$ cat config.mk
export PLATFORM = sky130hd
export DESIGN_NAME = adc_spi_responder_flat
export DESIGN_NICKNAME = d
export VERILOG_FILES = /design/src/rtl/adc_spi_responder_if.sv /design/src/rtl/adc_spi_responder.sv /design/src/flat_wrapper.sv
export SDC_FILE = /design/constraint.sdc
export NUM_CORES = 1
export LEC_CHECK = 0
export ABC_AREA = 1
export CAP_MARGIN = 20
export CORE_MARGIN = 2
export CORE_UTILIZATION = 41
export CTS_CLUSTER_SIZE = 16
export DETAILED_ROUTE_END_ITERATION = 16
export GPL_TIMING_DRIVEN = 0
export PLACE_DENSITY = 0.84
export SLEW_MARGIN = 40
export SYNTH_ARGS = -nofsm -noshare
export SYNTH_HDL_FRONTEND = slang
export SYNTH_SLANG_ARGS = --single-unit
$ cat constraint.sdc
create_clock -name CLOCK -period 1.3 [get_ports CLOCK]
set_input_delay 0.26 -clock CLOCK [delete_from_list [all_inputs] [get_ports CLOCK]]
set_output_delay 0.26 -clock CLOCK [all_outputs]
set_load 0.005 [all_outputs]
$ cat src/rtl/adc_spi_responder_if.sv
// rtl/adc_spi_responder_if.sv - ADC serial link between controller (master) and emulated ADC (slave)
interface adc_spi_responder_if;
  logic ADC_SCLK;
  logic ADC_CS_N;
  logic ADC_DIN;
  logic ADC_DOUT;

  modport master (output ADC_SCLK, output ADC_CS_N, output ADC_DIN, input ADC_DOUT);
  modport slave  (input ADC_SCLK, input ADC_CS_N, input ADC_DIN, output ADC_DOUT);
endinterface

$ cat src/rtl/adc_spi_responder.sv
// rtl/adc_spi_responder.sv - 8-channel 12-bit serial ADC emulator, SPI responder side
// Optional LSB noise injection when ADC_RESP_NOISE_EN is defined.
module adc_spi_responder #(
  parameter int DATA_W      = 12,
  parameter int SYNC_STAGES = 2
) (
  input  logic                CLOCK,
  input  logic                RESET,
  adc_spi_responder_if.slave  spi,
  input  logic [DATA_W-1:0]   CH0,
  input  logic [DATA_W-1:0]   CH1,
  input  logic [DATA_W-1:0]   CH2,
  input  logic [DATA_W-1:0]   CH3,
  input  logic [DATA_W-1:0]   CH4,
  input  logic [DATA_W-1:0]   CH5,
  input  logic [DATA_W-1:0]   CH6,
  input  logic [DATA_W-1:0]   CH7,
  output logic                FRAME_DONE,
  output logic                FRAME_ERR,
  output logic [2:0]          CUR_ADDR
);

  typedef enum logic [1:0] {S_IDLE, S_SHIFT, S_DONE} state_t;

  // The extra top bit of the SCLK/CS_N chains holds the previous synchronised value.
  logic [SYNC_STAGES:0]   sclk_q, sclk_d;
  logic [SYNC_STAGES:0]   cs_q, cs_d;
  logic [SYNC_STAGES-1:0] din_q, din_d;

  state_t      state_q, state_d;
  logic [3:0]  cnt_q, cnt_d;
  logic [15:0] shreg_q, shreg_d;
  logic [2:0]  addr_q, addr_d;
  logic [2:0]  cur_addr_q, cur_addr_d;
  logic        done_q, done_d;
  logic        err_q, err_d;

  logic [DATA_W-1:0] ch_sel;
  logic [15:0]       load_data;
  logic              sclk_rise, sclk_fall, cs_fall, cs_rise, din_s;

  assign sclk_d = {sclk_q[SYNC_STAGES-1:0], spi.ADC_SCLK};
  assign cs_d   = {cs_q[SYNC_STAGES-1:0], spi.ADC_CS_N};
  assign din_d  = {din_q[SYNC_STAGES-2:0], spi.ADC_DIN};

  assign sclk_rise =  sclk_q[SYNC_STAGES-1] & ~sclk_q[SYNC_STAGES];
  assign sclk_fall = ~sclk_q[SYNC_STAGES-1] &  sclk_q[SYNC_STAGES];
  assign cs_fall   = ~cs_q[SYNC_STAGES-1]   &  cs_q[SYNC_STAGES];
  assign cs_rise   =  cs_q[SYNC_STAGES-1]   & ~cs_q[SYNC_STAGES];
  assign din_s     =  din_q[SYNC_STAGES-1];

  always_comb begin
    ch_sel = CH0;
    case (cur_addr_q)
      3'd0: ch_sel = CH0;
      3'd1: ch_sel = CH1;
      3'd2: ch_sel = CH2;
      3'd3: ch_sel = CH3;
      3'd4: ch_sel = CH4;
      3'd5: ch_sel = CH5;
      3'd6: ch_sel = CH6;
      3'd7: ch_sel = CH7;
      default: ch_sel = CH0;
    endcase
  end

`ifdef ADC_RESP_NOISE_EN
  logic [15:0] lfsr_q, lfsr_d;

  always_comb begin
    lfsr_d = lfsr_q;
    if (state_q == S_IDLE && cs_fall)
      lfsr_d = {lfsr_q[0] ^ lfsr_q[2] ^ lfsr_q[3] ^ lfsr_q[5], lfsr_q[15:1]};
  end

  always_ff @(posedge CLOCK or negedge RESET) begin
    if (!RESET) lfsr_q <= 16'hACE1;
    else        lfsr_q <= lfsr_d;
  end

  // Noise uses the LFSR value current at the load, before it advances.
  assign load_data = 16'(ch_sel) ^ {14'd0, lfsr_q[1:0]};
`else
  assign load_data = 16'(ch_sel);
`endif

  always_comb begin
    state_d    = state_q;
    cnt_d      = cnt_q;
    shreg_d    = shreg_q;
    addr_d     = addr_q;
    cur_addr_d = cur_addr_q;
    done_d     = 1'b0;
    err_d      = 1'b0;
    case (state_q)
      S_IDLE: begin
        if (cs_fall) begin
          shreg_d = load_data;
          cnt_d   = 4'd0;
          state_d = S_SHIFT;
        end
      end
      S_SHIFT: begin
        // A CS_N rise coinciding with the 16th rising edge still completes the frame.
        if (sclk_rise && cnt_q == 4'd15) begin
          cur_addr_d = addr_q;
          done_d     = 1'b1;
          shreg_d    = 16'd0;
          state_d    = cs_rise ? S_IDLE : S_DONE;
        end else if (cs_rise) begin
          err_d   = 1'b1;
          shreg_d = 16'd0;
          state_d = S_IDLE;
        end else if (sclk_rise) begin
          cnt_d = cnt_q + 4'd1;
          if (cnt_q >= 4'd2 && cnt_q <= 4'd4)
            addr_d = {addr_q[1:0], din_s};
        end else if (sclk_fall) begin
          shreg_d = {shreg_q[14:0], 1'b0};
        end
      end
      S_DONE: begin
        if (cs_rise) state_d = S_IDLE;
      end
      default: state_d = S_IDLE;
    endcase
  end

  always_ff @(posedge CLOCK or negedge RESET) begin
    if (!RESET) begin
      sclk_q     <= '0;
      cs_q       <= '1;
      din_q      <= '0;
      state_q    <= S_IDLE;
      cnt_q      <= 4'd0;
      shreg_q    <= 16'd0;
      addr_q     <= 3'd0;
      cur_addr_q <= 3'd0;
      done_q     <= 1'b0;
      err_q      <= 1'b0;
    end else begin
      sclk_q     <= sclk_d;
      cs_q       <= cs_d;
      din_q      <= din_d;
      state_q    <= state_d;
      cnt_q      <= cnt_d;
      shreg_q    <= shreg_d;
      addr_q     <= addr_d;
      cur_addr_q <= cur_addr_d;
      done_q     <= done_d;
      err_q      <= err_d;
    end
  end

  assign spi.ADC_DOUT = shreg_q[15];
  assign FRAME_DONE   = done_q;
  assign FRAME_ERR    = err_q;
  assign CUR_ADDR     = cur_addr_q;

endmodule

$ cat src/flat_wrapper.sv
// flat-port wrapper written by rule: the top's interface ports become plain ports
module adc_spi_responder_flat 
#(
  parameter int DATA_W      = 12,
  parameter int SYNC_STAGES = 2
)
  (CLOCK, RESET, CH0, CH1, CH2, CH3, CH4, CH5, CH6, CH7, FRAME_DONE, FRAME_ERR, CUR_ADDR, spi_ADC_SCLK, spi_ADC_CS_N, spi_ADC_DIN, spi_ADC_DOUT);
  adc_spi_responder_if spi_i ();
  input  logic CLOCK;
  input  logic RESET;
  input  logic [DATA_W-1:0] CH0;
  input  logic [DATA_W-1:0] CH1;
  input  logic [DATA_W-1:0] CH2;
  input  logic [DATA_W-1:0] CH3;
  input  logic [DATA_W-1:0] CH4;
  input  logic [DATA_W-1:0] CH5;
  input  logic [DATA_W-1:0] CH6;
  input  logic [DATA_W-1:0] CH7;
  output logic FRAME_DONE;
  output logic FRAME_ERR;
  output logic [2:0] CUR_ADDR;
  input wire logic [$bits(spi_i.ADC_SCLK)-1:0] spi_ADC_SCLK;
  input wire logic [$bits(spi_i.ADC_CS_N)-1:0] spi_ADC_CS_N;
  input wire logic [$bits(spi_i.ADC_DIN)-1:0] spi_ADC_DIN;
  output wire logic [$bits(spi_i.ADC_DOUT)-1:0] spi_ADC_DOUT;
  assign spi_i.ADC_SCLK = spi_ADC_SCLK;
  assign spi_i.ADC_CS_N = spi_ADC_CS_N;
  assign spi_i.ADC_DIN = spi_ADC_DIN;
  assign spi_ADC_DOUT = spi_i.ADC_DOUT;
  adc_spi_responder #(.DATA_W(DATA_W), .SYNC_STAGES(SYNC_STAGES)) u_core (.CLOCK(CLOCK), .RESET(RESET), .spi(spi_i), .CH0(CH0), .CH1(CH1), .CH2(CH2), .CH3(CH3), .CH4(CH4), .CH5(CH5), .CH6(CH6), .CH7(CH7), .FRAME_DONE(FRAME_DONE), .FRAME_ERR(FRAME_ERR), .CUR_ADDR(CUR_ADDR));
endmodule
==> flow_metrics.env <==
export IMPL_status="finished with violations"
export IMPL_violations="setup timing"
export IMPL_cts_root_buffer="clkbuf_8"
export IMPL_htree_levels=2
export IMPL_dp_hpwl_um=6760
export IMPL_grt_pass1_vias=3284
export IMPL_core_area_mm2=0.00683
export IMPL_synth_area_leaders="dfrtp_1 30%, nand2_1 15%, nand4_1 9.1%"
export IMPL_syn_instance_count=422
export IMPL_place_ws_ns=-0.254
export IMPL_fin_worst_skew_ns=0.00868
export IMPL_clk_latency_ns=0.29
export IMPL_worst_pin_slew_ns=0.477
export IMPL_rows=30
export IMPL_syn_cell_area_mm2=0.00290
export IMPL_min_path_type="reg -> reg"
export IMPL_seqPwrFrac_pct=40.0
export IMPL_cp_required_ns=1.52
export IMPL_dp_cells=625
export IMPL_yosys_register_bits=38
export IMPL_ios=107
export IMPL_synth_ff_type="dfrtp_1"
export IMPL_setup_viol=27
export IMPL_synth_most_common_cell="nand2_1"
export IMPL_synth_warnings=0
export IMPL_numClockSinks=38
export IMPL_grt_max_degree=22
export IMPL_area_growth_syn_to_layout_pct=59.4
export IMPL_drc=0
export IMPL_r2r_slack_ns=-0.23
export IMPL_start_util_pct=42.4
export IMPL_antenna_found_initial=0
export IMPL_yosysUniqueCellTypes=29
export IMPL_hold_slack_ns=0.350
export IMPL_rsz0062_at_grt="true"
export IMPL_synth_edf_count=0
export IMPL_firstDrtPassIters=5
export IMPL_cellLeakagePower_nw=2.18
export IMPL_finalCoreUtilization_pct=67.6
export IMPL_via_per_inst=5.21
export IMPL_drt_iter0_markers=206
export IMPL_final_min_clock_period_ns=1.53
export IMPL_die_area_mm2=0.00775
export IMPL_drv_cap=0
export IMPL_slew_headroom_pct=68.2
export IMPL_routed_via_count=3384
export IMPL_arrival_ns=1.75
export IMPL_slew_viol_final=0
export IMPL_globalplace_congestion=0.895
export IMPL_ctsLongestPathBuffers=2
export IMPL_routedWlPerCell_um=15.0
export IMPL_placed_area_mm2=0.00412
export IMPL_fp_dieW_um=88.1
export IMPL_finalHoldViolations=0
export IMPL_ant_nets=0
export IMPL_netSwitchingFraction_pct=35.4
export IMPL_path_class="reg -> reg"
export IMPL_critPathLaunchType="register"
export IMPL_port_buffers=106
export IMPL_nNetsFinal=656
export IMPL_path_clk_slew_ns=0.07
export IMPL_fin_cells=650
export IMPL_synthArstFlopShare_pct=100
export IMPL_synth_fp_nets=525
export IMPL_grt_remaining_overflow=0
export IMPL_fin_tns_setup_ns=-4.61
export IMPL_cts_tree="built"
export IMPL_irDropWorstVdd_mv=0.741
export IMPL_power_switching_mw=1.55
export IMPL_design_area_mm2=0.00462
export IMPL_synth_top_area_share_pct=30.2
export IMPL_drive_gt1_share_pct=23.5
export IMPL_crit_fanout=7
export IMPL_regArea_um2=955
export IMPL_finalCritPeriodShare_pct=118
export IMPL_ys_seq_area_share_pct=33.0
export IMPL_p_int_mw=2.83
export IMPL_postRouteWirelength_um=9760
export IMPL_yosysTopAreaCell="dfrtp_1"
export IMPL_crit_path_end_kind="register"
export IMPL_max_clock_freq_mhz=653
export IMPL_grt_total_usage_pct=24.3
export IMPL_combPwrFrac_pct=40.5
export IMPL_fillerInstances=551
export IMPL_p_clk_share_pct=19.5
export IMPL_fin_ws_ns=-0.231
export IMPL_cts_buffers=5
export IMPL_p_total_mw=4.37
export IMPL_synth_commonest_cells="114 x nand2_1, 42 x nand4_1, 38 x inv_1, 35 x dfrtp_1, 34 x nor2_1"
export IMPL_die_h_um=88.1
export IMPL_avgSynthCellArea_um2=6.86
export IMPL_power_density_mw_per_mm2=948
export IMPL_grt_pass1_wl_um=14900
export IMPL_multi_input_area_mm2=0.00175
export IMPL_diodes=0
-- routing by layer --
layer	up-vias	track usage, %	wire length [um]
li1	1647	-	-
met1	1587	30.1	4050
met2	127	43.0	4910
met3	23	3.49	539
met4	0	8.95	257
met5	-	0	0
-- critical path, stage by stage, from the launching register on --
cell     delay, ns
dfstp_2       0.54
nor2_1        0.07
o21ai_0       0.26
nand2_2       0.17
nor2_4        0.22
nand4_1       0.12
nand2_1       0.08
-- power by group through the flow --
stage,sequential [mW],combinational [mW],clock [mW]
final,1.75,1.77,0.853
after global routing,1.78,1.95,0.914
after CTS,1.70,1.60,0.841
after detailed placement,1.73,1.46,0
after global placement,1.70,1.40,0
after floorplan,1.67,0.953,0
-- what timing repair did --
| action | 4_1_cts | 5_1_grt |
|---|---|---|
| resized for setup | 51 | 25 |
| setup buffers | 8 | 6 |
| hold buffers | 1 | 0 |
| endpoints found under the hold margin | 17 | 0 |
| setup endpoints to repair | 30 | 29 |
| pin swaps | 11 | 15 |
| cloned | 0 | 2 |
-- final timing paths --
kind                                                  end                  startpoint  cells after the start
hold reg to reg                u_core.sclk_q[1]$_DFF_PN0_  u_core.sclk_q[0]$_DFF_PN0_                      0
min in group asynchronous  u_core.shreg_q[12]$_DFFE_PN0P_                       RESET                      2
hold / removal                 u_core.sclk_q[1]$_DFF_PN0_  u_core.sclk_q[0]$_DFF_PN0_                      0
setup / recovery              u_core.cnt_q[2]$_DFFE_PN0P_    u_core.cs_q[2]$_DFF_PN1_                      6
max in group asynchronous        u_core.cs_q[0]$_DFF_PN1_                       RESET                      3
setup reg to reg              u_core.cnt_q[2]$_DFFE_PN0P_    u_core.cs_q[2]$_DFF_PN1_                      6
-- layout by cell type (no fill, tap or decap), drive strengths merged --
cell type,count
a21boi,1
a21oi,10
buf,42
clkbuf,9
clkdlybuf4s50,99
clkinv,1
dfrtp,35
dfstp,3
dlygate4sd2,4
dlygate4sd3,1
ha,2
inv,48
nand2,123
nand3,35
nand4,42
nor2,56
nor3,10
o21ai,31
or2,1
xor2,1
-- cell families after synthesis --
kind of cell | synth area share [%]
AO/OA/AOI/OAI | 8.38
AND/OR/NAND/NOR | 45.4
XOR/XNOR | 0.302
flip-flops | 33.0
buffers and inverters | 12.1
adder cells (fa/ha/maj) | 0.864
-- layout make-up --
class,instances,area share [%]
multi-input combinational,312,38.0
timing repair buffer,124,27.7
sequential,38,20.7
buffer,24,4.91
inverter,48,4.17
tap,96,2.60
clock buffer,7,1.87
clock inverter,1,0.108
-- sequential cells by signal, summed over array words and instances, names as in the netlist --
| register | count |
|---|---|
| u_core.sclk_q | 3 |
| u_core.FRAME_ERR | 1 |
| u_core.cnt_q | 4 |
| u_core.addr_q | 3 |
| u_core.cs_q | 3 |
| u_core.state_q | 2 |
| u_core.din_q | 2 |
| u_core.shreg_q | 16 |
| u_core.FRAME_DONE | 1 |
| u_core.CUR_ADDR | 3 |
No activity file was read; power rests on OpenSTA's default activity.
==> RTL edit 1 (same settings) <==
`SYNC_STAGES` is set to 2 in 2 places; all go to 4.
--- a/src/rtl/adc_spi_responder.sv
+++ b/src/rtl/adc_spi_responder.sv
@@ -3,5 +3,5 @@
 module adc_spi_responder #(
   parameter int DATA_W      = 12,
-  parameter int SYNC_STAGES = 2
+  parameter int SYNC_STAGES = 4
 ) (
   input  logic                CLOCK,
--- a/src/flat_wrapper.sv
+++ b/src/flat_wrapper.sv
@@ -3,5 +3,5 @@
 #(
   parameter int DATA_W      = 12,
-  parameter int SYNC_STAGES = 2
+  parameter int SYNC_STAGES = 4
 )
   (CLOCK, RESET, CH0, CH1, CH2, CH3, CH4, CH5, CH6, CH7, FRAME_DONE, FRAME_ERR, CUR_ADDR, spi_ADC_SCLK, spi_ADC_CS_N, spi_ADC_DIN, spi_ADC_DOUT);
Check against the original RTL: not equivalent (Yosys sat finds a counterexample within 10 cycles, from zero or initial values and one cycle with RESET low).
==> RTL edit 1 against the original RTL <==
The run still ends with setup timing left. Synthesized area down 3.2%. Global-route usage increased by 1.6 points. Total power increased by 12%. Sequential cell count up 6. Clock skew down 0.0019 ns. Routed wire length fell by 0.84%. Worst setup slack worse by 0.051 ns. Cell area down 4.3%. Critical path type unchanged. Critical endpoint is now u_core.shreg_q[12]. Largest cell class unchanged. Highest routed layer unchanged.
==> RTL edit 1: results (changes against the original RTL) <==
* Clk_lat worst skew at 0.30 ns
* 1st-iter DRT viols at 166 (-19%)
* Non-Filler Instances at 628 (-3.4%)
* Syn nets at 523 (-0.38%)
* Placed wire-length estimate at 7060 µm (+4.4%)
* Vias/cell at 5.15 (-1.0%)
* Slowest cell on crit path: dfrtp_1
* Vias in the first global route at 3121 (-5.0%)
* Largest registers: u_core.shreg_q x16, u_core.cs_q x5, u_core.sclk_q x5
* Post-synthesis sequential area ratio at 0.395 (+0.0655)
* Leak at 2.13 nW (-2.3%)
* GPL Wtd Cong at 0.933 (+4.2%)
* Fin worst setup slack at -0.282 ns (-0.0512 ns)
* Critical Path Max Stage Delay at 0.38 ns (-0.16 ns)
* Post-Place Cell Area at 4010 µm² (-2.6%)
* Setup-failing EPs final at 27 (unchanged)
* Total Nets Final at 650 (-0.91%)
* CP max FO at 5 (-2)
* Hold Path Sink: u_core.din_q[1]
* Violated checks: setup timing
* Area contributors post-synth: dfrtp_1 (35%), nand2_1 (18%), nand4_1 (8.0%), o21ai_0 (6.4%), nor2_1 (6.3%)
* Port bufs at 106 (unchanged)
* Least-Margin Pin Slew at 0.539 ns (+0.0626 ns)
* Unique cell type count in the Yosys netlist at 23 (-21%)
* Async set or reset register ratio after synthesis at 1.00 (unchanged)
* Gr usage total at 0.260 (+0.0165)
* Hold/Removal Path Class: flip-flop to flip-flop
* Outcome: finished with violations
* VDD IR max at 0.926 mV (+25%)
* Yosys warning count at 0 (unchanged)
* Largest net degree at the start of global routing at 45 (+100%)
* Reg2reg start: u_core.cnt_q[0]
* Share of layout cells above drive strength 1 at 0.195 (-0.0394)
* Reg-to-reg endpoint: u_core.shreg_q[12]
* Place WS at -0.426 ns (-0.172 ns)
* Crit path DAT at 1.77 ns (+0.02 ns)
* First-pass GRT wire length at 15200 µm (+1.9%)
* Hold Path Origin: u_core.din_q[0]
* Hold path depth at 0 (unchanged)
* Average routed wire per standard cell at 15.4 µm (+2.6%)
* CTS root buffer: clkbuf_8
* Mean Syn Cell Area at 6.67 µm² (-2.8%)
* Clock Skews at 0.00680 ns (-0.00188 ns)
* Top cells by count, synth: nand2_1 (134), nor2_1 (47), inv_1 (41), dfrtp_1 (39)
* R2R depth at 11 (+5)
* Fillers at 580 (+5.3%)
* CTS Buffer Depth at 2 (unchanged)
* DP Cell Count at 606 (-3.0%)
* Sum Neg Setup Slack at -5.25 ns (-0.639 ns)
==> RTL edit 1: area by class of cell <==
| type | instances | area [µm²] | share of cell area |
|---|---|---|---|
| multi-input combinational | 308 | 1600 | 0.361 |
| timing repair buffer | 120 | 1190 | 0.270 |
| tap | 80 | 100 | 0.0227 |
| buffer | 23 | 156 | 0.0354 |
| inverter | 45 | 171 | 0.0388 |
| clock buffer | 8 | 90.1 | 0.0204 |
| sequential | 44 | 1110 | 0.251 |
==> RTL edit 1: critical path: cells and delay by family (launching register included) <==
kind / cells / cell delay (ns)
simple gates: 8 / 0.67
flops: 1 / 0.38
buf+inv: 2 / 0.21
fa+ha+maj: 1 / 0.20
==> RTL edit 1: per-stage QoR <==
step	hold WS [ns]	total power, mW
3_5_place_dp	0.281	3.49
2_1_floorplan	-0.0356	2.87
6_report	0.352	4.88
5_1_grt	0.359	5.22
3_3_place_gp	0.335	3.43
4_1_cts	0.356	4.67
==> RTL edit 1: kinds of logic (layout without fill, tap and decap cells) <==
kind of cell / count (synthesis) / after routing / synth area share
AO/OA/AOI/OAI: 42 / 42 / 0.0759
XOR/XNOR: 2 / 2 / 0.00625
adder cells (fa/ha/maj): 2 / 2 / 0.00893
buffers and inverters: 68 / 196 / 0.102
flip-flops: 44 / 44 / 0.395
AND/OR/NAND/NOR: 262 / 262 / 0.412
==> RTL edit 1: worst max-delay path by stage <==
stage / end / depth (start not counted) / from
2_1_floorplan: u_core.shreg_q[15] / 10 / u_core.cs_q[3]
3_3_place_gp: u_core.FRAME_DONE / 1 / RESET
3_5_place_dp: u_core.shreg_q[0] / 7 / u_core.CUR_ADDR[1]
4_1_cts: u_core.shreg_q[12] / 11 / u_core.cnt_q[0]
5_1_grt: u_core.shreg_q[9] / 11 / u_core.cnt_q[0]
6_report: u_core.shreg_q[12] / 11 / u_core.cnt_q[0]
==> RTL edit 1: per-layer routing <==
metal	vias up	part of all wire	GRT usage
li1	1606	-	-
met1	1477	0.43	0.337
met5	-	0	0
met3	15	0.081	0.0514
met2	138	0.48	0.438
met4	0	0.015	0.0795
==> RTL edit 1: repair_timing <==
action                     in CTS  in global routing
pin swaps                      18                  9
setup buffers                   9                  2
setup endpoints to repair      34                 29
resized for setup              40                 58
hold buffers                    1                  0
gates cloned                    2                  0
hold endpoints to repair       39                  0
==> RTL edit 1: power breakdown <==
part | leakage [nW] | internal [mW] | switching [mW]
Clock | 0.0455 | 0.433 | 0.423
Sequential | 0.550 | 1.67 | 0.213
Combinational | 1.53 | 1.03 | 1.12
==> RTL edit 2 (config.mk and constraints unchanged) <==
Made on the original files. The 3 states of `state_t` get a one-hot encoding in 3 bits.
--- a/src/rtl/adc_spi_responder.sv
+++ b/src/rtl/adc_spi_responder.sv
@@ -21,5 +21,5 @@
 );
 
-  typedef enum logic [1:0] {S_IDLE, S_SHIFT, S_DONE} state_t;
+  typedef enum logic [2:0] {S_IDLE = 3'b001, S_SHIFT = 3'b010, S_DONE = 3'b100} state_t;
 
   // The extra top bit of the SCLK/CS_N chains holds the previous synchronised value.
Behaviour: same outputs for any inputs over 10 cycles, from zero or initial values and one cycle with RESET low; not proved beyond that.
==> RTL edit 2 against the original RTL <==
The flow still finishes with violations (setup timing). Global-route usage is 1.7 points higher. Routed wire length is 0.76% higher. Largest cell class unchanged. Synthesized cell count is 0.47% lower. Die area is 4.4% lower. Critical path type unchanged. Count of clock-buffer cells in the layout is 1 lower. Cell area is 1.9% lower. Sequential cell count is 1 higher. Synthesized area is 4.6% lower. Worst setup slack worse by 0.050 ns. Critical path depth is 3 higher. Maximum frequency is 3.2% lower.
Power is not compared: it rests on default switching activity, and its combinational part moved more than twofold at a synthesized area within 25%.
==> RTL edit 2: results (changes against the original RTL) <==
* Fillers at 469 (-15%)
* Yosys warning count at 0 (unchanged)
* Area share of fa/ha/maj cells after synthesis at 0.00905 (+0.000415)
* Post-Place Cell Area at 3950 µm² (-4.2%)
* CP max FO at 7 (unchanged)
* Reg2reg start: u_core.cnt_q[0]
* Fin worst setup slack at -0.281 ns (-0.0498 ns)
* Kind of start point of the critical path: flip-flop
* Footprint of the multi-input gates at 1620 µm² (-7.3%)
* Mux cell area share after synthesis at 0 (unchanged)
* Outcome: finished with violations
* R2R depth at 9 (+3)
* Unique cell type count in the Yosys netlist at 27 (-6.9%)
* Routed vias at 3388 (+0.12%)
* Clk_lat worst skew at 0.31 ns (+0.02 ns)
* Top cells by count, synth: nand2_1 (116), inv_1 (53), nor2_1 (50), dfrtp_1 (35), nand3_1 (34)
* Post-synthesis xor/xnor area fraction at 0.00317 (+0.000145)
* Least-Margin Pin Slew at 0.484 ns (+0.00724 ns)
* Number of H-tree levels at 2 (unchanged)
* Largest net degree at the start of global routing at 40 (+82%)
* Initial DRT Pass Iterations at 7 (+2)
* DRT Wirelength at 9830 µm (+0.76%)
* Syn nets at 523 (-0.38%)
* Initial antenna violation count at 0 (unchanged)
* Total Nets Final at 664 (+1.2%)
* Area contributors post-synth: dfrtp_1 (32%), nand2_1 (16%), nand4_1 (7.2%), inv_1 (7.2%), nor2_1 (6.8%)
* GPL Wtd Cong at 0.852 (-4.9%)
* Clock Skews at 0.00990 ns (+0.00122 ns)
* ANT cells at 0 (unchanged)
* Vias/cell at 5.30 (+1.8%)
* 1st-iter DRT viols at 278 (+35%)
* Share of layout cells above drive strength 1 at 0.214 (-0.0211)
* VDD IR max at 0.476 mV
* Placed wire-length estimate at 6300 µm (-6.8%)
* Violated checks: setup timing
* Vias in the first global route at 3321 (+1.1%)
* Post-synthesis sequential area ratio at 0.355 (+0.0253)
* Synth Area in Compound Gates at 0.0878 (+0.00402)
* Clk pin slew, worst setup/hold paths at 0.08 ns
* DP Cell Count at 603 (-3.5%)
* Port bufs at 106 (unchanged)
* Setup-failing EPs final at 27 (unchanged)
* Post-Synthesis Cells at 420 (-0.47%)
* Gr usage total at 0.261 (+0.0175)
* First-pass GRT wire length at 15300 µm (+2.4%)
* CTS buffer count at 5 (unchanged)
* Crit path DAT at 1.81 ns (+0.06 ns)
-- RTL edit 2: cell count changes in the layout (fill, tap and decap cells not counted), moves of 6 or more --
cell and change:
buf_4 +12, nand4_1 -10, o21ai_0 +10, inv_1 +9
nor2_1 +9, nor2_2 -7, a21oi_2 -6
-- RTL edit 2: cell families (layout without fill, tap and decap cells) --
kind of cell | count (synthesis) | count (layout)
AND/OR/NAND/NOR | 255 | 255
AO/OA/AOI/OAI | 48 | 48
XOR/XNOR | 1 | 1
buffers and inverters | 75 | 217
flip-flops | 39 | 39
adder cells (fa/ha/maj) | 2 | 2
-- RTL edit 2: per-layer routing --
metal / vias up / part of all wire / GRT usage
met5: - / 0 / 0
met4: 0 / 0.028 / 0.0707
met2: 185 / 0.51 / 0.454
li1: 1640 / - / -
met1: 1533 / 0.38 / 0.331
met3: 30 / 0.083 / 0.0481
-- RTL edit 2: report_power, final --
| group | total, mW | internal [mW] | switching, mW |
|---|---|---|---|
| registers | 1.41 | 1.34 | 0.0692 |
| logic | 0.797 | 0.450 | 0.347 |
| clock network | 1.08 | 0.621 | 0.455 |
-- RTL edit 2: cell type report --
type,instances,share of cell area
flip-flops and latches,39,0.217
inverters,56,0.0506
well taps,77,0.0213
repair buffers,134,0.288
clock buffers,6,0.0182
clock inverters,2,0.00774
plain buffers,19,0.0384
multi-input cells,306,0.359
-- RTL edit 2: final timing paths --
path | endpoint | slack (ns)
worst max register to register | u_core.shreg_q[8] | -0.28
worst min-delay path | u_core.sclk_q[1] | 0.35
min in group asynchronous | u_core.shreg_q[9] | 0.45
max in group asynchronous | u_core.state_q[0] | 0.48
worst max-delay path | u_core.shreg_q[8] | -0.28
worst min register to register | u_core.sclk_q[1] | 0.35
-- RTL edit 2: worst max-delay path: stages, from the launching register on --
cell and delay (ns):
dfrtp_1 0.45, ha_4 0.21, inv_4 0.05, nor2_2 0.03
nand2_2 0.11, nand3_2 0.10, nand2_4 0.16, buf_6 0.16
nor2_4 0.04, a21oi_2 0.18
-- RTL edit 2: per-stage QoR --
stage | hold WS, ns | setup WS, ns | setup TNS (ns)
2_1_floorplan | -0.0356 | -0.0650 | -0.650
3_3_place_gp | 0.334 | -0.945 | -39.67
3_5_place_dp | 0.255 | -0.342 | -5.64
4_1_cts | 0.355 | -0.149 | -2.24
5_1_grt | 0.364 | -0.317 | -6.31
6_report | 0.351 | -0.281 | -4.79
-- RTL edit 2: repair_timing --
item | CTS | global route
setup buffers | 21 | 3
pin swaps | 22 | 11
gates resized for setup | 76 | 20
cloned | 2 | 1
setup endpoints to repair | 36 | 28
hold buffers | 1 | 0
endpoints found under the hold margin | 35 | 0
